$ cat config.mk
export PLATFORM = sky130hd
export DESIGN_NAME = bus_cycle_seq
export DESIGN_NICKNAME = d
export VERILOG_FILES = /design/src/rtl/bus_cycle_seq_pkg.sv /design/src/rtl/bus_cycle_seq_wait_timer.sv /design/src/rtl/bus_cycle_seq.sv
export SDC_FILE = /design/constraint.sdc
export NUM_CORES = 1
export LEC_CHECK = 0
export CAP_MARGIN = 40
export CORE_MARGIN = 4
export CORE_UTILIZATION = 40
export DETAILED_ROUTE_END_ITERATION = 10
export PLACE_DENSITY = 0.75
export SYNTH_ARGS = -nofsm -noshare
export SYNTH_HDL_FRONTEND = slang
export SYNTH_SLANG_ARGS = --single-unit
$ cat constraint.sdc
create_clock -name Clock -period 4.1 [get_ports Clock]
set_clock_uncertainty 0.1 [all_clocks]
set_input_delay 0.615 -clock Clock [delete_from_list [all_inputs] [get_ports Clock]]
set_output_delay 0.615 -clock Clock [all_outputs]
set_load 0.1 [all_outputs]
$ cat src/rtl/bus_cycle_seq_pkg.sv
// Shared types for the pad-bus cycle sequencer: phase encoding and strobe idle levels.
package opcodes;

  typedef enum logic [1:0] {IDLE, ADDR, DATA, END} bus_state_t;

  // Idle levels of the active-low (nME/nOE/nWE) and active-high (ALE/ENB) strobes.
  localparam logic STROBE_N_IDLE = 1'b1;
  localparam logic STROBE_IDLE   = 1'b0;

endpackage

$ cat src/rtl/bus_cycle_seq_wait_timer.sv
// Loadable 4-bit down-counter that times the data phase; saturates at zero.
module wait_timer (
  input  logic       clk,
  input  logic       rst,
  input  logic       load,
  input  logic [3:0] load_val,
  input  logic       dec,
  output logic       zero
);

  logic [3:0] count;

  always_ff @(posedge clk) begin
    if (rst) begin
      count <= '0;
    end else if (load) begin
      count <= load_val;
    end else if (dec && (count != '0)) begin
      count <= count - 4'd1;
    end
  end

  assign zero = (count == '0);

endmodule

$ cat src/rtl/bus_cycle_seq.sv
// Executes single or burst read/write transfers on the address-latched pad bus.
module bus_cycle_seq
  import opcodes::*;
#(
  parameter int unsigned ADDR_W      = 16,
  parameter int unsigned DATA_W      = 16,
  parameter int unsigned WAIT_STATES = 0,
  parameter int unsigned MAX_BURST   = 4,
  parameter int unsigned BL_W        = $clog2(MAX_BURST + 1)
) (
  input  logic              Clock,
  input  logic              Reset,
  input  logic              Req,
  input  logic              Write,
  input  logic [BL_W-1:0]   BurstLen,
  input  logic [ADDR_W-1:0] Addr,
  input  logic [DATA_W-1:0] WData,
  output logic              Ready,
  output logic              WAck,
  output logic [DATA_W-1:0] RData,
  output logic              RValid,
  output logic              Done,
  output logic [ADDR_W-1:0] BusAddr,
  output logic [DATA_W-1:0] BusWData,
  output logic              BusDataOe,
  input  logic [DATA_W-1:0] BusRData,
  input  logic              ExtWait,
  output logic              ALE,
  output logic              nME,
  output logic              nOE,
  output logic              nWE,
  output logic              ENB
);

  localparam logic [3:0]      WaitLoad = 4'(WAIT_STATES);
  localparam logic [BL_W-1:0] MaxBeats = BL_W'(MAX_BURST);

  bus_state_t        state;
  logic              wr_q;
  logic [BL_W-1:0]   beats_q;
  logic [BL_W-1:0]   beats_init;
  logic [ADDR_W-1:0] addr_q;
  logic [DATA_W-1:0] wdata_q;
  logic [DATA_W-1:0] rdata_q;
  logic              timer_zero;
  logic              last_beat;

  // Zero-length requests still run one beat; oversize requests are clamped.
  always_comb begin
    beats_init = BurstLen;
    if (BurstLen == '0) begin
      beats_init = BL_W'(1);
    end else if (BurstLen > MaxBeats) begin
      beats_init = MaxBeats;
    end
  end

  assign last_beat = (beats_q <= BL_W'(1));

  wait_timer u_wait_timer (
    .clk      (Clock),
    .rst      (Reset),
    .load     (state == ADDR),
    .load_val (WaitLoad),
    .dec      (state == DATA),
    .zero     (timer_zero)
  );

  always_ff @(posedge Clock) begin
    if (Reset) begin
      state   <= IDLE;
      wr_q    <= 1'b0;
      beats_q <= '0;
      addr_q  <= '0;
      wdata_q <= '0;
      rdata_q <= '0;
    end else begin
      case (state)
        IDLE: begin
          if (Req) begin
            state   <= ADDR;
            wr_q    <= Write;
            addr_q  <= Addr;
            beats_q <= beats_init;
          end
        end
        ADDR: begin
          state <= DATA;
          if (wr_q) wdata_q <= WData;
        end
        DATA: begin
          // ExtWait only stretches once the programmed wait states are spent.
          if (timer_zero && !ExtWait) begin
            state <= END;
            if (!wr_q) rdata_q <= BusRData;
          end
        end
        END: begin
          if (!last_beat) begin
            beats_q <= beats_q - BL_W'(1);
            addr_q  <= addr_q + ADDR_W'(1);
            state   <= ADDR;
          end else begin
            beats_q <= '0;
            state   <= IDLE;
          end
        end
        default: state <= IDLE;
      endcase
    end
  end

  assign Ready     = (state == IDLE);
  assign WAck      = (state == ADDR) && wr_q;
  assign RValid    = (state == END) && !wr_q;
  assign Done      = (state == END) && last_beat;
  assign RData     = rdata_q;
  assign BusAddr   = addr_q;
  assign BusWData  = wdata_q;
  assign BusDataOe = wr_q && ((state == DATA) || (state == END));
  assign ALE       = (state == ADDR) ? ~STROBE_IDLE : STROBE_IDLE;
  assign ENB       = ((state == DATA) && !wr_q) ? ~STROBE_IDLE : STROBE_IDLE;
  assign nME       = (state == IDLE) ? STROBE_N_IDLE : ~STROBE_N_IDLE;
  assign nOE       = ((state == DATA) && !wr_q) ? ~STROBE_N_IDLE : STROBE_N_IDLE;
  assign nWE       = ((state == DATA) && wr_q) ? ~STROBE_N_IDLE : STROBE_N_IDLE;

endmodule

Yosys cells after proc, flatten, opt, wreduce, memory -nomap -nowiden
Index checks and enable logic that the tools add are counted.
{"block": "op_classes", "bitwise": 1, "reduce_logical": 23, "addsub": 3, "n_eq_ne": 6, "magnitude_cmp": 2, "mux": 17}
{"cell": "$mux 16", "n": 2}
{"cell": "$pmux 16 s2", "n": 1}
{"cell": "$add 16x1->16 const B", "n": 1}
{"cell": "$mux 3", "n": 4}
{"cell": "$logic_and 1x1->1", "n": 8}
{"cell": "$pmux 2 s4", "n": 1}
{"cell": "$reduce_and 2->1", "n": 4}
{"cell": "$mux 1", "n": 6}
{"cell": "$ne 2x2->1 const B", "n": 3}
{"cell": "$pmux 3 s2", "n": 1}
{"cell": "$reduce_and 3->1", "n": 2}
{"cell": "$eq 2x2->1 const B", "n": 2}
{"cell": "$logic_not 4->1", "n": 1}
{"cell": "$mux 2", "n": 2}
{"cell": "$reduce_bool 4->1", "n": 1}
{"cell": "$sub 4x1->4 const B", "n": 1}
{"cell": "$gt 3x3->1 const B", "n": 1}
{"cell": "$le 3x1->1 const B", "n": 1}
{"cell": "$logic_not 3->1", "n": 1}
{"cell": "$sub 3x1->3 const B", "n": 1}
{"cell": "$eq 2x1->1 const B", "n": 1}
{"cell": "$logic_not 1->1", "n": 2}
{"cell": "$logic_not 2->1", "n": 1}
{"cell": "$reduce_bool 2->1", "n": 1}
{"cell": "3 further kinds", "n": 3}
{"block": "word_totals", "out_inout_bits": 58, "word_cells": 59, "regBits": 58, "inputBits": 56}

Depth between registers and ports, before layout
{"block": "logic_depth", "depth_word": 5, "mapped_depth": 8, "ltp_nobuf": 6}

By module
Synthesis repeated with hierarchy kept, for this count alone.
{"block": "unflattened", "hier_cells": 372, "area_unflattened_um2": 2937.8}
{"module": "bus_cycle_seq", "n_inst": 1, "area_each_um2": 2675.1, "seq_area_each_um2": 1081.0, "cells_each": 343}
{"module": "wait_timer", "n_inst": 1, "area_each_um2": 262.8, "seq_area_each_um2": 80.1, "cells_each": 29}

Least setup slack after synthesis
Ideal clock, no wire load.
{"block": "synth_timing", "kind": "reg2reg", "startpoint": "register state[1]", "endpoint": "register addr_q[8], in the netlist BusAddr[8]", "period_less_slack_ns": 3.955, "path_slack_ns": 0.145, "n_path_buf": 1, "t_required_ns": 3.929, "setup_time_ns": 0.071, "arrival_ns": 3.784, "stages_incl_launch_ff": 7, "cell_sequence": "dfxtp_1 > ha_1 > nor3b_1 > or2_2 > clkbuf_1 > o21ai_0 > a21oi_1"}
{"block": "synth_between", "elab_chain_cells": 3, "word_cells_on_any_way": 7, "cone_classes": "eq/ne: 3; mux: 1; reduce/logical: 3"}
{"element": "start: declaration", "line_no": "bus_cycle_seq.sv:38", "source": "bus_state_t state;"}
{"element": "start signal: assignment", "line_no": "bus_cycle_seq.sv:71", "source": "state <= IDLE;"}
{"element": "start signal: assignment", "line_no": "bus_cycle_seq.sv:81", "source": "state <= ADDR;"}
{"element": "start signal: assignment", "line_no": "bus_cycle_seq.sv:88", "source": "state <= DATA;"}
{"element": "$eq 2x2->1 / $logic_not 2->1 (equally long branches)", "line_no": "bus_cycle_seq.sv:78", "source": "case (state)"}
{"element": "$ne 2x2->1 (no line) / $reduce_bool 2->1 (equally long branches)"}
{"element": "$reduce_and 3->1 (no line)"}
{"element": "end signal: assignment", "line_no": "bus_cycle_seq.sv:83", "source": "addr_q <= Addr;"}
{"element": "end signal: assignment", "line_no": "bus_cycle_seq.sv:101", "source": "addr_q <= addr_q + ADDR_W'(1);"}
{"element": "end: declaration", "line_no": "bus_cycle_seq.sv:42", "source": "logic [ADDR_W-1:0] addr_q;"}
Several ways; a longest one is shown, not always the timed one.
A chain may end at the register's enable or synchronous reset.

Worst setup path after layout
{"block": "layout_timing", "startpoint": "register state[1]", "endpoint": "output port WAck"}
{"block": "layout_between", "elab_chain_cells": 2}
{"element": "$eq 2x1->1", "line_no": "bus_cycle_seq.sv:114", "source": "assign WAck = (state == ADDR) && wr_q;"}
{"element": "$logic_and 1x1->1", "line_no": "bus_cycle_seq.sv:114"}
{"element": "end: declaration", "line_no": "bus_cycle_seq.sv:19", "source": "output logic WAck,"}
No other way between the ends.

==> results.py <==
metrics = {
    "worst_setup_path": {
        "critPathMaxStageDelay_ns": 0.55,
        "crit_path_start_kind": "register",
        "path_class": "reg2out",
        "path_cells": "inv_1 -> ha_1 -> nand2_1 -> clkinv_1 -> buf_4",
        "worstSetupEndpointType": "primary output",
        "slowest_stage": "clkinv_1",
        "reg2reg_slack_ns": 1.72,
        "arrival_ns": 2.53,
        "cp.required_ns": 3.38,
        "cp_num_buf_inv": 3,
        "path_delay_family": "buffers and inverters",
        "cp_max_fo": 17,
    },
    "clock_network": {
        "clk_pin_slew_worst_paths_ns": 0.07,
        "clock-sinks": 58,
        "clock_path_buffers": 2,
        "post_cts_resized": 0,
        "root_buffer": "clkbuf_8",
        "worstSkewPairLatency_ns": 0.33,
        "cts_setup_buffers": 0,
        "numCtsBuffers": 9,
        "htreeDepth": 3,
        "cts_tree": "done",
        "ctsHoldBuffers": 0,
    },
    "power_and_ir_drop": {
        "powerDensity_nw_per_um2": 627,
        "leakage_nw": 1.96,
        "p_total_w": 0.00313,
        "ir_worst_vdd_mv": 0.580,
    },
    "sta": {
        "grt_setup_unrepaired": "false",
        "finalHoldViolCount": 0,
        "maxSlewHeadroom_pct": 39.0,
        "slew_viol_final": 0,
        "finalWorstSetupSlack_ns": 0.855,
        "setup_viol": 0,
        "worst_slew_pin_slew_ns": 0.916,
        "fin_crit_ns": 3.25,
        "timing.final.crit_share_pct": 79.2,
        "fmax_mhz": 308,
        "final.setup.tns_ns": 0,
    },
    "cells_and_area": {
        "num_antenna_cells": 0,
        "final_cells": 580,
        "final_cell_mix": "clkdlybuf4s50_1 (108), dfxtp_1 (58), buf_8 (49), nand2_1 (47), a21oi_1 (32)",
        "drive_above_1_share_pct": 16.2,
        "areaGrowthSynthToFinish_pct": 80.5,
        "nets": 560,
        "final_common_cell": "clkdlybuf4s50_1",
    },
    "placed_design": {
        "pre_cts_ws_ns": 1.19,
        "dp_hpwl_um": 6470,
        "dp_cells": 564,
        "io_buffers": 113,
        "routabilityCongestion": 0.816,
    },
    "die": {
        "initial_utilization_pct": 41.0,
        "die-area_um2": 8320,
        "core-area_um2": 6760,
        "io-pin-count": 114,
        "die_h_um": 91.2,
        "placementRows": 30,
        "die_x_um": 91.2,
    },
    "yosys": {
        "syn_avg_cell_area_um2": 8.27,
        "ys_seq_area_share_pct": 41.9,
        "synthDistinctLibCells": 44,
        "synthesis.nets": 400,
        "synth_top_area_cell": "dfxtp_1",
        "synthCells": 335,
        "synth-edff-count": 0,
        "yosys_warnings": 0,
        "dominantRegCellSynth": "dfxtp_1",
        "synth-seq-cells": 58,
        "synth-async-reset-ratio_pct": 0,
        "yosysTopAreaCellShare_pct": 41.9,
        "yosys-top-cells-area": "dfxtp_1 (42%), mux2i_1 (7.6%), nand2_1 (6.4%)",
        "synth_area_um2": 2770,
    },
    "flow_run": {
        "cap_violations": 0,
    },
    "hold_path": {
        "hp-class": "reg2reg",
    },
    "grt": {
        "antenna_found_initial": 0,
        "grt_remaining_overflow": 0,
        "grtUsageTotal_pct": 21.7,
        "grt_pass1_wl_um": 14600,
        "grt_max_degree": 40,
        "grt_pass1_vias": 3027,
    },
    "route": {
        "drtPass1Iterations": 4,
        "drt-total-wl_um": 8910,
        "drc": 0,
        "viasPerCell": 5.19,
        "vias": 3010,
        "drt_iter0_drc": 185,
        "ant_nets": 0,
        "wl_per_cell_um": 15.4,
    },
    "outcome": {
        "status": "finished, final reports clean",
    },
}
## synth_stat cells, types with 7 or more instances
| cell | number |
|---|---|
| mux2i_1 | 21 |
| a211oi_1 | 9 |
| nand2_1 | 47 |
| o21ai_0 | 18 |
| dfxtp_1 | 58 |
| nor2_1 | 28 |
| inv_1 | 10 |
| nand3_1 | 11 |
| nor3_1 | 9 |
| nor2b_1 | 8 |
| nor4_1 | 7 |
| a21oi_1 | 32 |
| ha_1 | 9 |
| clkbuf_1 | 15 |
## final cells by class
| class | count | area, µm² |
|---|---|---|
| timing repair buffer | 170 | 2030 |
| clock inverter | 6 | 66.3 |
| clock buffer | 10 | 138 |
| tap | 80 | 100 |
| multi-input combinational | 245 | 1460 |
| inverter | 11 | 41.3 |
| fill | 483 | 1760 |
| sequential | 58 | 1160 |
## per-stage QoR
stage | utilization, % | instance area (µm²) | hold WS, ns
finish | 74.0 | 5000 | 0.355
global route | 74.0 | 5000 | 0.385
CTS | 74.0 | 5000 | 0.357
detailed placement | 70.9 | 4790 | 0.348
global placement | 57.6 | 3890 | 0.342
floorplan | - | 2770 | 0.361
## cells by family (layout without fill, tap and decap cells)
group,after synthesis,count (layout),share of synthesized area (%)
flip-flops,58,58,41.9
adder cells (fa/ha/maj),9,9,4.07
AO/OA/AOI/OAI,77,77,16.5
multiplexers,21,21,7.59
XOR/XNOR,3,3,0.949
AND/OR/NAND/NOR,135,135,23.5
buffers and inverters,32,197,5.38
## worst min-delay path, stage by stage, from the launching register on
cell,delay [ns]
dfxtp_1,0.31
nand2_1,0.05
a21oi_1,0.05
## where the power goes
part           leakage [nW]  total [W]  internal (W)  switching, W
registers             0.472   0.000757      0.000657     0.0000998
clock network        0.0945   0.000540      0.000297      0.000243
logic                  1.40    0.00183      0.000668       0.00117
## routing by layer
layer  part of all wire (%)  routed length, µm  global-route usage (%)
met1                     40               3590                    25.9
met2                     53               4700                    38.2
met3                    5.4                483                    4.47
met4                    1.5                132                    8.04
met5                      0                  0                       0
## worst paths after layout
| path | start | endpoint | cells past startpoint |
|---|---|---|---|
| max | state[1] | WAck | 5 |
| min | BusWData[3] | BusWData[3] | 2 |
| max reg2reg | state[0] | BusAddr[2] | 6 |
| min reg2reg | BusWData[3] | BusWData[3] | 2 |
## state kept, by name, summed over array words and instances (netlist names)
name,cells
state,2
u_wait_timer.count,4
BusWData,16
beats_q,3
BusAddr,16
RData,16
wr_q,1
(Power assumes the default switching activity.)
